--- src/rtl/dram_write_merger.sv ---
// Write-combining stage between collector writes and DRAM: a single hold line merges
// same-address beats, and a registered output slot presents one DRAM beat at a time.
module dram_write_merger #(
    parameter int GBW     = 32,
    parameter int DBW     = 16,
    parameter int CSIZE   = 32,
    parameter int TIMEOUT = 8
) (
    input  logic                      i_clk,
    input  logic                      i_rst,
    input  logic                      cw_rdy,
    output logic                      cw_ack,
    input  logic [GBW-1:0]            i_cwa,
    input  logic [CSIZE-1:0][DBW-1:0] i_cwd,
    input  logic [CSIZE-1:0]          i_cw_mask,
    input  logic                      i_flush,
    output logic                      dramw_rdy,
    input  logic                      dramw_ack,
    output logic [GBW-1:0]            o_dramwa,
    output logic [CSIZE-1:0][DBW-1:0] o_dramwd,
    output logic [CSIZE-1:0]          o_dramw_mask,
    output logic                      o_idle
);

    typedef enum logic {EMPTY, HOLD} state_e;

    localparam logic [7:0] TO = 8'(TIMEOUT);

    state_e                    state_q, state_d;
    logic [7:0]                ic_q, ic_d;
    logic [GBW-1:0]            hb_addr_q, hb_addr_d;
    logic [CSIZE-1:0][DBW-1:0] hb_data_q, hb_data_d;
    logic [CSIZE-1:0]          hb_mask_q, hb_mask_d;
    logic                      os_rdy_q, os_rdy_d;
    logic [GBW-1:0]            os_addr_q, os_addr_d;
    logic [CSIZE-1:0][DBW-1:0] os_data_q, os_data_d;
    logic [CSIZE-1:0]          os_mask_q, os_mask_d;

    logic                      os_free, addr_hit, beat_nz, move;
    logic [CSIZE-1:0][DBW-1:0] merge_data;

    // The output slot can take a new line if empty or being drained this cycle.
    assign os_free  = !os_rdy_q || dramw_ack;
    assign addr_hit = (state_q == HOLD) && (i_cwa == hb_addr_q);
    assign beat_nz  = |i_cw_mask;
    assign cw_ack   = i_rst && cw_rdy && !i_flush && ((state_q == EMPTY) || addr_hit || os_free);

    for (genvar k = 0; k < CSIZE; k++) begin : g_lane
        assign merge_data[k] = i_cw_mask[k] ? i_cwd[k] : hb_data_q[k];
    end

    always_comb begin
        state_d   = state_q;
        ic_d      = ic_q;
        hb_addr_d = hb_addr_q;
        hb_data_d = hb_data_q;
        hb_mask_d = hb_mask_q;
        move      = 1'b0;
        if (state_q == EMPTY) begin
            if (cw_ack && beat_nz) begin
                hb_addr_d = i_cwa;
                hb_data_d = i_cwd;
                hb_mask_d = i_cw_mask;
                state_d   = HOLD;
                ic_d      = 8'd0;
            end
        end else begin
            if (cw_ack) begin
                ic_d = 8'd0;
                if (beat_nz && addr_hit) begin
                    hb_data_d = merge_data;
                    hb_mask_d = hb_mask_q | i_cw_mask;
                end else if (beat_nz) begin
                    move      = 1'b1;
                    hb_addr_d = i_cwa;
                    hb_data_d = i_cwd;
                    hb_mask_d = i_cw_mask;
                end
            end else if (((ic_q == TO) || i_flush) && os_free) begin
                move    = 1'b1;
                state_d = EMPTY;
                ic_d    = 8'd0;
            end else if (ic_q != TO) begin
                ic_d = ic_q + 8'd1;
            end
        end
    end

    always_comb begin
        os_rdy_d  = os_rdy_q;
        os_addr_d = os_addr_q;
        os_data_d = os_data_q;
        os_mask_d = os_mask_q;
        if (move) begin
            os_rdy_d  = 1'b1;
            os_addr_d = hb_addr_q;
            os_data_d = hb_data_q;
            os_mask_d = hb_mask_q;
        end else if (dramw_ack) begin
            os_rdy_d = 1'b0;
        end
    end

    always_ff @(posedge i_clk or negedge i_rst) begin
        if (!i_rst) begin
            state_q   <= EMPTY;
            ic_q      <= 8'd0;
            hb_addr_q <= '0;
            hb_data_q <= '0;
            hb_mask_q <= '0;
            os_rdy_q  <= 1'b0;
            os_addr_q <= '0;
            os_data_q <= '0;
            os_mask_q <= '0;
        end else begin
            state_q   <= state_d;
            ic_q      <= ic_d;
            hb_addr_q <= hb_addr_d;
            hb_data_q <= hb_data_d;
            hb_mask_q <= hb_mask_d;
            os_rdy_q  <= os_rdy_d;
            os_addr_q <= os_addr_d;
            os_data_q <= os_data_d;
            os_mask_q <= os_mask_d;
        end
    end

    assign dramw_rdy    = os_rdy_q;
    assign o_dramwa     = os_addr_q;
    assign o_dramwd     = os_data_q;
    assign o_dramw_mask = os_mask_q;
    assign o_idle       = (state_q == EMPTY) && !os_rdy_q;

endmodule

--- config.mk ---
export PLATFORM = sky130hd
export DESIGN_NAME = dram_write_merger
export DESIGN_NICKNAME = d
export VERILOG_FILES = /design/src/rtl/dram_write_merger.sv
export SDC_FILE = /design/constraint.sdc
export NUM_CORES = 1
export LEC_CHECK = 0
export BUFFER_PORTS_ARGS = -buffer_cell sky130_fd_sc_hd__buf_2
export CORE_AREA = 2 2 456 458
export DETAILED_ROUTE_END_ITERATION = 10
export DIE_AREA = 0 0 458 460
export GPL_ROUTABILITY_DRIVEN = 0
export PLACE_DENSITY = 0.44
export SETUP_SLACK_MARGIN = 0.1
export SLEW_MARGIN = 20
export SYNTH_ARGS = -nofsm -noshare
export SYNTH_HDL_FRONTEND = slang
export SYNTH_SLANG_ARGS = --single-unit
--- constraint.sdc ---
create_clock -name i_clk -period 6.1 [get_ports i_clk]
set_clock_uncertainty 0.2 [all_clocks]
set_input_delay 1.22 -clock i_clk [delete_from_list [all_inputs] [get_ports i_clk]]
set_output_delay 1.22 -clock i_clk [all_outputs]
set_load 0.1 [all_outputs]
Word level (Yosys, flattened, before mapping)
Cells that the tools add are included.
{"block": "word_totals", "wordCells": 229, "reg_bits": 1162, "in_bits": 581}
{"block": "op_classes", "eq_ne": 40, "n_reduce_logical": 52, "mux": 63, "n_bitwise": 2, "addsub": 1}
{"op": "512-bit 2-to-1 mux", "count": 5}
{"op": "16-bit 2-to-1 mux", "count": 32}
{"op": "32-bit 2-to-1 mux", "count": 10}
{"op": "4-bit AND reduction", "count": 33}
{"op": "3-bit inequality test (second input constant)", "count": 32}
{"op": "8-bit 2-to-1 mux", "count": 5}
{"op": "32-bit == test", "count": 1}
{"op": "32-bit OR", "count": 1}
{"op": "32-bit OR reduction", "count": 1}
{"op": "1-bit 2-to-1 mux", "count": 11}
{"op": "8-bit by 1-bit adder with 8-bit output (second input constant)", "count": 1}
{"op": "8-bit by 4-bit == test with 1-bit output (second input constant)", "count": 1}
{"op": "1-bit logical AND", "count": 8}
{"op": "8-bit by 4-bit inequality test with 1-bit output (second input constant)", "count": 1}
{"op": "1-bit logical OR", "count": 4}
{"op": "2-bit inequality test (second input constant)", "count": 2}
{"op": "4-bit by 2-bit inequality test with 1-bit output (second input constant)", "count": 1}
{"op": "2-bit nonzero test", "count": 2}
{"op": "3-bit by 1-bit inequality test with 1-bit output (second input constant)", "count": 1}
{"op": "3-bit AND reduction", "count": 1}
{"op": "1-bit logical NOT", "count": 2}
{"op": "2-bit by 1-bit inequality test with 1-bit output (second input constant)", "count": 1}
{"op": "2-bit AND reduction", "count": 1}
{"op": "1-bit NOT", "count": 1}

Longest topological paths before layout
Gate-level depths: netlist of the first run.
{"block": "depth", "depth_word": 8, "ltp_mapped": 11, "ltp_nobuf": 8}

Worst setup path before layout of the first run
No wires, ideal clock.
{"block": "synth_timing", "path_kind": "input -> output", "startpoint": "input port i_cwa[7]", "endpoint": "output port cw_ack", "path_stages": 5, "t_required_ps": 4680, "t_arrival_ps": 3538, "slack_ps": 1142, "path_cell_list": "xnor2_1 -> nand4_1 -> nor4_2 -> nand2_1 -> a21oi_1"}
{"block": "synth_between", "elab_chain_len": 5}
{"item": "start: declaration", "line_no": "13", "rtl": "input logic [GBW-1:0] i_cwa,"}
{"item": "32-bit == test", "line_no": "44", "rtl": "assign addr_hit = (state_q == HOLD) && (i_cwa == hb_addr_q);"}
{"item": "1-bit logical AND", "line_no": "44"}
{"item": "1-bit logical OR (2 in a row)", "line_no": "46", "rtl": "assign cw_ack = i_rst && cw_rdy && !i_flush && ((state_q == EMPTY) || addr_hit || os_free);"}
{"item": "1-bit logical AND", "line_no": "46"}
{"item": "end: declaration", "line_no": "12", "rtl": "output logic cw_ack,"}
No other way between the ends.

Final worst setup path of the first run
Ends and elaborated chain as after synthesis.

==> run_results.csv, run 1 <==
group,metric,value,unit
clock_network,clock_sinks,1162,
sta,setup_slack,1.599,ns
layout,final_cell_mix,"1162 x dfrtp_1, 1157 x buf_2, 541 x mux2_1",
worst_setup_path,r2r-end,"hb_data_q[323]",
die,fp-row-count,167,
die,design.core.area,206000,um2
global_route,grt_pass1_wl,227900,um
routing,antenna_left,0,
placed_design,pre_cts_ws,0.9989,ns
routing,vias,27150,
worst_setup_path,r2r_cells,8,
worst_setup_path,start_kind,"primary input",
die,fp.dieH,460,um
yosys,synth_edf_count,0,
routing,wl_per_cell,24.37,um
layout,area_growth,28.54,%
clock_network,clock_path_buffers,3,
clock_network,clockRootBuffer,"clkbuf_16",
worst_setup_path,r2r_slack,2.04,ns
yosys,synth_fp_nets,3163,
sta,setup_viol,0,
worst_setup_path,reg2reg_from,"hb_addr_q[7]",
sta,hold_viol,0,
worst_setup_path,end_kind,"output port",
worst_setup_path,crit_fanout,4,
yosys,synth_cell_types,44,
routing,via_per_inst,4.072,
yosys,seq_area_frac_synth,62.73,%
layout,layout_commonest_cell,"dfrtp_1",
routing,finalWirelength,162500,um
run_status,outcome,"completed",
clock_network,cts_made_buffers,144,
layout,layout.nets,4404,
yosys,synth-seq-cells,1162,
clock_network,clock_latency,0.79,ns
worst_setup_path,crit_type,"primary input to output port",
clock_network,cts.repair_timing.setup_buffer_count,0,
layout,fillCellCount,20980,
routing,drc,0,
layout,drive_gt1_share,52.59,%
sta,fmax,222.2,MHz
clock_network,htreeDepth,4,
worst_setup_path,required,4.68,ns
clock_network,clk_pin_slew,0.05,ns
clock_network,post_cts_resized,0,
yosys,synthesis.area,46350,um2
sta,drv_slew,0,
sta,whs,0.1402,ns
sta,fin_tns_setup,0,ns
die,pin_count,1160,
global_route,grt_pass1_vias,29000,
layout,fin_util,28.92,%
min_path,min_path_type,"primary input to async pin",
sta,fin_crit,4.501,ns
global_route,grt_use_total,15.11,%
yosys,yosysWarnings,0,
sta,post-route-period-util,73.78,%
yosys,syn_area_per_cell,17.97,um2
job,cap_violations,0,
die,dieArea,210700,um2
sta,rsz0062_at_grt,"false",
worst_setup_path,worstPathArrival,3.08,ns
routing,drtIter0Drc,1158,
clock_network,ctsHoldBuffers,0,
yosys,async_flop_share,100.0,%
sta,max-slew-margin-rel,29.70,%
yosys,syn_inst,2580,
placed_design,port-buffer-count,1159,
sta,worst_pin_slew,1.049,ns
global_route,grt_max_degree,160,
yosys,synth_ff_type,"dfrtp_1",
clock_network,cts_tree,"yes",
die,die_w,458,um
placed_design,hpwl,122500,um
global_route,gr-total-overflow,0,
routing,drtPass1Iterations,4,
global_route,antenna_found_initial,110,
die,start_util,22.50,%
metal layers:
metal,GRT usage (%),share of wire [%],vias to the layer above
met2,24.41,47,1009
li1,-,-,11800
met5,0,0.32,-
met4,5.534,3.2,88
met3,7.105,10,353
met1,17.39,39,13900
area by class of cell:
| class | instances | area [um2] | area share (%) |
|---|---|---|---|
| tap | 2704 | 3383 | 5.679 |
| clock buffer | 212 | 4367 | 7.329 |
| clock inverter | 45 | 571.8 | 0.9597 |
| antenna | 31 | 77.57 | 0.1302 |
| multi-input combinational | 1293 | 15550 | 26.10 |
| sequential | 1162 | 29080 | 48.81 |
| timing repair buffer | 1215 | 6530 | 10.96 |
| inverter | 5 | 18.77 | 0.03150 |
cells in the mapped netlist, types with 2 or more instances:
cell      instances  area (um2)
nor4_2            2       25.02
a21oi_1           3       15.01
inv_1             5       18.77
a22oi_1           2       15.01
buf_12           58        1161
ha_1              2       25.02
mux2_4          300        4504
nor4_1            9       56.30
clkbuf_1          3       11.26
nand2b_1          3       18.77
mux2_1          541        6092
a221o_1           4       40.04
and2_1            2       12.51
nand3_1           3       15.01
nand2_1           7       26.28
o211ai_4         31       659.4
a22o_1           33       289.0
a211o_1           2       17.52
and3_1            2       12.51
a221oi_1          3       26.28
xnor2_1          32       280.3
dfrtp_1        1162       29080
nor2b_1           2       12.51
buf_4            11       82.58
nand4_1          11       68.82
buf_2             8       40.04
mux2_2          280        3153
buf_6            40       450.4
nor2_1            4       15.01
metrics by stage:
stage               area (um2)  std cells
floorplan                46350       2580
global placement         54560       6379
detailed placement       54560       6379
CTS                      59500       6636
global route             59540       6653
finish                   59580       6667
state kept, by name, summed over array words and instances, names as in the netlist:
name,flops
dramw_rdy,1
hb_addr_q,32
hb_data_q,512
hb_mask_q,32
ic_q,8
o_dramw_mask,32
o_dramwa,32
o_dramwd,512
state_q,1
critical path, stage by stage:
cell and delay [ns]:
buf_2 0.11, xnor2_1 0.23, nand4_1 0.14, nor4_2 0.43
buf_4 0.22, nand2_1 0.18, a21oi_1 0.30, buf_12 0.21
how the worst max path moves through the flow:
stage / startpoint / endpoint / slack [ns] / cells after the start
finish: i_cwa[7] / cw_ack / 1.60 / 8
global placement: i_cwa[7] / hb_data_q[223] / 0.97 / 9
detailed placement: i_cwa[7] / hb_data_q[320] / 1.0 / 9
floorplan: i_cwa[7] / cw_ack / 1.14 / 5
CTS: i_cwa[7] / cw_ack / 1.56 / 8
global route: i_cwa[7] / cw_ack / 1.56 / 8
kinds of logic after synthesis:
group           synth area share (%)
simple gates                  0.6910
buf+inv                        3.806
mux                            29.66
compound gates                 2.446
fa+ha+maj                    0.05398
xor+xnor                      0.6047
flops                          62.73
Power of run 1 is left out: the tool's default activity adds up to more than one toggle a clock period on the data nets, which glitch-free logic cannot reach.
==> run 2: changes to the inputs <==
--- a/config.mk
+++ b/config.mk
@@ -6,11 +6,11 @@
 export NUM_CORES = 1
 export LEC_CHECK = 0
 export BUFFER_PORTS_ARGS = -buffer_cell sky130_fd_sc_hd__buf_2
-export CORE_AREA = 2 2 456 458
+export CORE_AREA = 2 2 447 449
 export DETAILED_ROUTE_END_ITERATION = 10
-export DIE_AREA = 0 0 458 460
+export DIE_AREA = 0 0 449 451
 export GPL_ROUTABILITY_DRIVEN = 0
-export PLACE_DENSITY = 0.44
+export PLACE_DENSITY = 0.47
 export SETUP_SLACK_MARGIN = 0.1
 export SLEW_MARGIN = 20
 export SYNTH_ARGS = -nofsm -noshare
==> constraint.sdc (replaced) <==
create_clock -name i_clk -period 4.1 [get_ports i_clk]
set_clock_uncertainty 0.2 [all_clocks]
set_input_delay 0.82 -clock i_clk [delete_from_list [all_inputs] [get_ports i_clk]]
set_output_delay 0.82 -clock i_clk [all_outputs]
set_load 0.1 [all_outputs]
==> run_results.csv, run 2 (synthesis results as in run 1) <==
group,metric,value,unit
routing,drc,0,
routing,finalWirelength,160200,um
worst_setup_path,end_kind,"output port",
global_route,grt_use_total,15.60,%
global_route,grt_pass1_vias,30580,
global_route,grt_pass1_wl,228700,um
sta,post-route-period-util,93.48,%
worst_setup_path,required,3.08,ns
worst_setup_path,slowest_delay,0.45,ns
clock_network,clockRootBuffer,"clkbuf_16",
layout,area_growth,38.37,%
clock_network,clock_sinks,1162,
die,start_util,23.38,%
clock_network,htreeDepth,4,
routing,drtIter0Drc,1323,
sta,hold_viol,0,
worst_setup_path,path_buf_inv,2,
placed_design,hpwl,121000,um
sta,fin_crit,3.833,ns
worst_setup_path,start_kind,"flip-flop",
sta,setup_viol,0,
global_route,gr-total-overflow,0,
layout,layout.nets,4819,
clock_network,cts_tree,"yes",
worst_setup_path,worstPathArrival,2.81,ns
routing,wl_per_cell,22.83,um
routing,via_per_inst,4.054,
sta,fmax,260.9,MHz
placed_design,port-buffer-count,1159,
die,fp-row-count,164,
global_route,grt_max_degree,181,
die,dieArea,202500,um2
routing,antenna_left,0,
worst_setup_path,r2r_slack,0.75,ns
clock_network,clk_pin_slew,0.06,ns
run_status,outcome,"completed",
layout,layout_commonest_cell,"dfrtp_1",
clock_network,clock_path_buffers,3,
die,design.core.area,198200,um2
job,cap_violations,0,
routing,vias,28450,
layout,drive_gt1_share,48.41,%
worst_setup_path,cp_slowest_cell,"nor4_4",
sta,max-slew-margin-rel,35.72,%
routing,drtPass1Iterations,4,
layout,fillCellCount,19770,
die,die_w,449,um
layout,fin_util,32.36,%
worst_setup_path,crit_type,"flip-flop to output port",
sta,drv_slew,0,
clock_network,cts.repair_timing.setup_buffer_count,0,
min_path,min_path_type,"primary input to flip-flop",
die,pin_count,1160,
clock_network,clock_latency,0.78,ns
die,fp.dieH,451,um
sta,worst_pin_slew,0.9642,ns
sta,rsz0062_at_grt,"false",
layout,final_cell_mix,"1162 x dfrtp_1, 1157 x buf_2, 541 x mux2_1",
worst_setup_path,crit_chain,"xnor2_1, nand4_1, nor4_4, buf_4, nand2_1, a21oi_4, buf_12",
global_route,antenna_found_initial,48,
worst_setup_path,crit_family,"simple AND/OR/NAND/NOR gates",
clock_network,cts_made_buffers,145,
worst_setup_path,crit_fanout,4,
sta,whs,0.07970,ns
-- run 2: changes by cell type in the layout (fill, tap and decap cells not counted), moves of 3 or more --
cell | previous run | this run
buf_12 | 24 | 70
buf_16 | 0 | 3
buf_4 | 33 | 29
bufinv_16 | 11 | 8
clkbuf_1 | 24 | 36
clkbuf_16 | 150 | 147
clkbuf_8 | 38 | 31
clkinv_16 | 0 | 4
clkinv_2 | 20 | 13
clkinv_8 | 3 | 6
diode_2 | 31 | 15
dlygate4sd3_1 | 0 | 369
inv_6 | 2 | 5
-- run 2: cell type report --
cell class / count / area (um2) / area share [%]
flip-flops and latches: 1162 / 29080 / 45.34
well taps: 2656 / 3323 / 5.182
clock inverters: 43 / 638.1 / 0.9949
clock buffers: 214 / 4240 / 6.612
diodes: 15 / 37.54 / 0.05853
multi-input cells: 1293 / 15600 / 24.33
inverters: 5 / 18.77 / 0.02926
repair buffers: 1629 / 11200 / 17.46
-- run 2: path summary, 6_finish.rpt --
kind | from | to | cells after the start
worst min register to register | hb_data_q[220] | o_dramwd[220] | 1
min in group asynchronous | i_rst | hb_data_q[373] | 3
worst max register to register | hb_addr_q[16] | o_dramwd[34] | 9
worst max-delay path | hb_addr_q[16] | cw_ack | 7
worst min-delay path | i_cwd[106] | hb_data_q[106] | 2
max in group asynchronous | i_rst | o_dramwd[472] | 5
-- run 2: routing by layer --
layer	wire (um)	share of wire (%)	global-route usage, %	up-vias
met3	11100	6.9	5.224	303
met4	5977	3.7	5.824	22
li1	-	-	-	12610
met2	79730	50	26.43	855
met5	133	0.083	0	-
met1	63280	39	18.23	14650
-- run 2: repair_timing --
item / CTS / global route
pin swaps: 1 / 1
hold buffers: 369 / 0
cloned: 0 / 0
resized for setup: 2 / 1
hold endpoints to repair: 484 / 0
setup endpoints to repair: 1 / 1
-- run 2: worst register-to-register path, stage by stage (launching register included) --
cell and delay [ns]:
dfrtp_1 0.40, xnor2_1 0.17, nand4_1 0.21, nor4_4 0.45
buf_4 0.23, nand2_1 0.15, a41oi_4 0.47, buf_12 0.29
buf_12 0.30, mux2_1 0.35
-- run 2: through the flow --
stage	TNS, ns	instance area [um2]	setup WS [ns]	cells
after detailed placement	-316.09	55440	-0.4498	6374
after CTS	0	64030	0.1049	7000
after global routing	0	64130	0.1175	7013
after global placement	-1674.03	55390	-1.576	6372
after floorplan	0	46350	0.4674	2580
final	0	64140	0.2672	7017
Power of run 2 is left out for the same reason.
==> run 3: changes to the inputs <==
--- a/config.mk
+++ b/config.mk
@@ -10,9 +10,10 @@
 export DETAILED_ROUTE_END_ITERATION = 10
 export DIE_AREA = 0 0 449 451
 export GPL_ROUTABILITY_DRIVEN = 0
+export MAX_ROUTING_LAYER = met4
 export PLACE_DENSITY = 0.47
 export SETUP_SLACK_MARGIN = 0.1
-export SLEW_MARGIN = 20
+export SLEW_MARGIN = 25
 export SYNTH_ARGS = -nofsm -noshare
 export SYNTH_HDL_FRONTEND = slang
 export SYNTH_SLANG_ARGS = --single-unit
==> run_results.csv, run 3 (synthesis results as in run 1) <==
group,metric,value,unit
run_status,outcome,"completed",
routing,finalWirelength,161500,um
sta,drv_slew,0,
global_route,grt-busiest-layer,"met2",
layout,seq_area,29080,um2
die,start_util,23.38,%
worst_setup_path,required,3.08,ns
clock_network,clock_path_buffers,3,
die,dieArea,202500,um2
job,cap_violations,0,
die,fp-row-count,164,
sta,fin_crit,3.796,ns
global_route,grt_max_degree,181,
layout,final_cell_mix,"1162 x dfrtp_1, 1157 x buf_2, 541 x mux2_1",
clock_network,clock_latency,0.79,ns
sta,worst_pin_slew,0.9970,ns
worst_setup_path,crit_type,"flip-flop to output port",
die,fp.dieH,451,um
layout,area_growth,40.58,%
global_route,grt_pass1_vias,31550,
sta,max-slew-margin-rel,33.53,%
global_route,antenna_found_initial,36,
routing,drtIter0Drc,1272,
clock_network,clk_pin_slew,0.06,ns
global_route,grt.met3_usage,4.520,%
clock_network,clock_sinks,1162,
global_route,grtUsageMet1,18.60,%
die,design.core.area,198200,um2
placed_design,port-buffer-count,1159,
placed_design,hpwl,121000,um
sta,hold_viol,0,
clock_network,htreeDepth,4,
sta,fmax,263.4,MHz
clock_network,cts_made_buffers,141,
global_route,gr-total-overflow,0,
worst_setup_path,end_kind,"output port",
sta,whs,0.09757,ns
sta,setup_viol,0,
layout,fin_cells,7146,
layout,multi_input_area,15610,um2
worst_setup_path,start_kind,"flip-flop",
clock_network,clockRootBuffer,"clkbuf_16",
worst_setup_path,crit_fanout,4,
global_route,grt_use_total,16.26,%
routing,vias,28850,
clock_network,cts_tree,"yes",
sta,rsz0062_at_grt,"false",
placed_design,place_inst,6373,
routing,drtPass1Iterations,4,
die,pin_count,1160,
die,die_w,449,um
sta,post-route-period-util,92.60,%
layout,layout.nets,4937,
layout,layout_commonest_cell,"dfrtp_1",
routing,via_per_inst,4.037,
routing,antenna_left,0,
worst_setup_path,worstPathArrival,2.78,ns
routing,drc,0,
layout,drive_gt1_share,47.21,%
global_route,grt_pass1_wl,232800,um
global_route,use_met2,27.48,%
layout,fillCellCount,19760,
routing,wl_per_cell,22.60,um
min_path,min_path_type,"primary input to flip-flop",
run 3: cell types whose count changed in the layout (fill, tap and decap cells not counted), sizes merged, moves of 2 or more:
| cell | delta |
|---|---|
| bufinv | -5 |
| clkinv | +2 |
| diode | +10 |
| dlygate4sd3 | +121 |
run 3: metrics by stage:
step / setup TNS [ns] / utilization [%] / area, um2 / setup WS [ns]
6_report: 0 / 32.87 / 65160 / 0.3036
5_1_grt: 0 / 32.86 / 65140 / 0.1075
4_1_cts: 0 / 32.80 / 65010 / 0.1027
3_5_place_dp: -304.00 / 27.96 / 55420 / -0.4680
3_3_place_gp: -1674.03 / 27.95 / 55390 / -1.576
2_1_floorplan: 0 / - / 46350 / 0.4674
run 3: area by class of cell:
class | instances | share of cell area [%]
sequential | 1162 | 44.63
multi-input combinational | 1293 | 23.95
timing repair buffer | 1751 | 19.03
clock buffer | 214 | 6.550
tap | 2656 | 5.100
clock inverter | 40 | 0.6221
antenna | 25 | 0.09601
inverter | 5 | 0.02880
run 3: worst max-delay path, stage by stage (launching register included):
cell and delay (ns):
dfrtp_1 0.40, xnor2_1 0.17, nand4_1 0.21, nor4_4 0.46
buf_4 0.21, nand2_2 0.10, a21oi_4 0.22, buf_12 0.20
run 3: routing by layer:
metal  part of all wire, %  vias to the layer above
li1                      -                    12850
met1                    40                    14930
met2                    51                      808
met3                   5.8                      259
met4                   3.0                        0
met5                     0                        -
run 3: timing repair:
action,4_1_cts,5_1_grt
setup buffers,0,2
hold buffers,490,0
endpoints found under the setup margin,1,1
pin swaps,2,3
gates resized for setup,2,2
endpoints found under the hold margin,605,0
run 3: worst paths after layout:
kind                           startpoint              to  slack, ns  cells after the start
max reg2reg                 hb_addr_q[16]   o_dramwd[255]       0.77                      9
min                            i_cwd[112]  hb_data_q[112]        0.1                      2
max in group asynchronous           i_rst  hb_data_q[475]       1.48                      5
min in group asynchronous           i_rst   o_dramwd[375]       0.57                      3
max                         hb_addr_q[16]          cw_ack       0.30                      7
min reg2reg                hb_data_q[297]   o_dramwd[297]       0.26                      1
Power of run 3 is left out for the same reason.
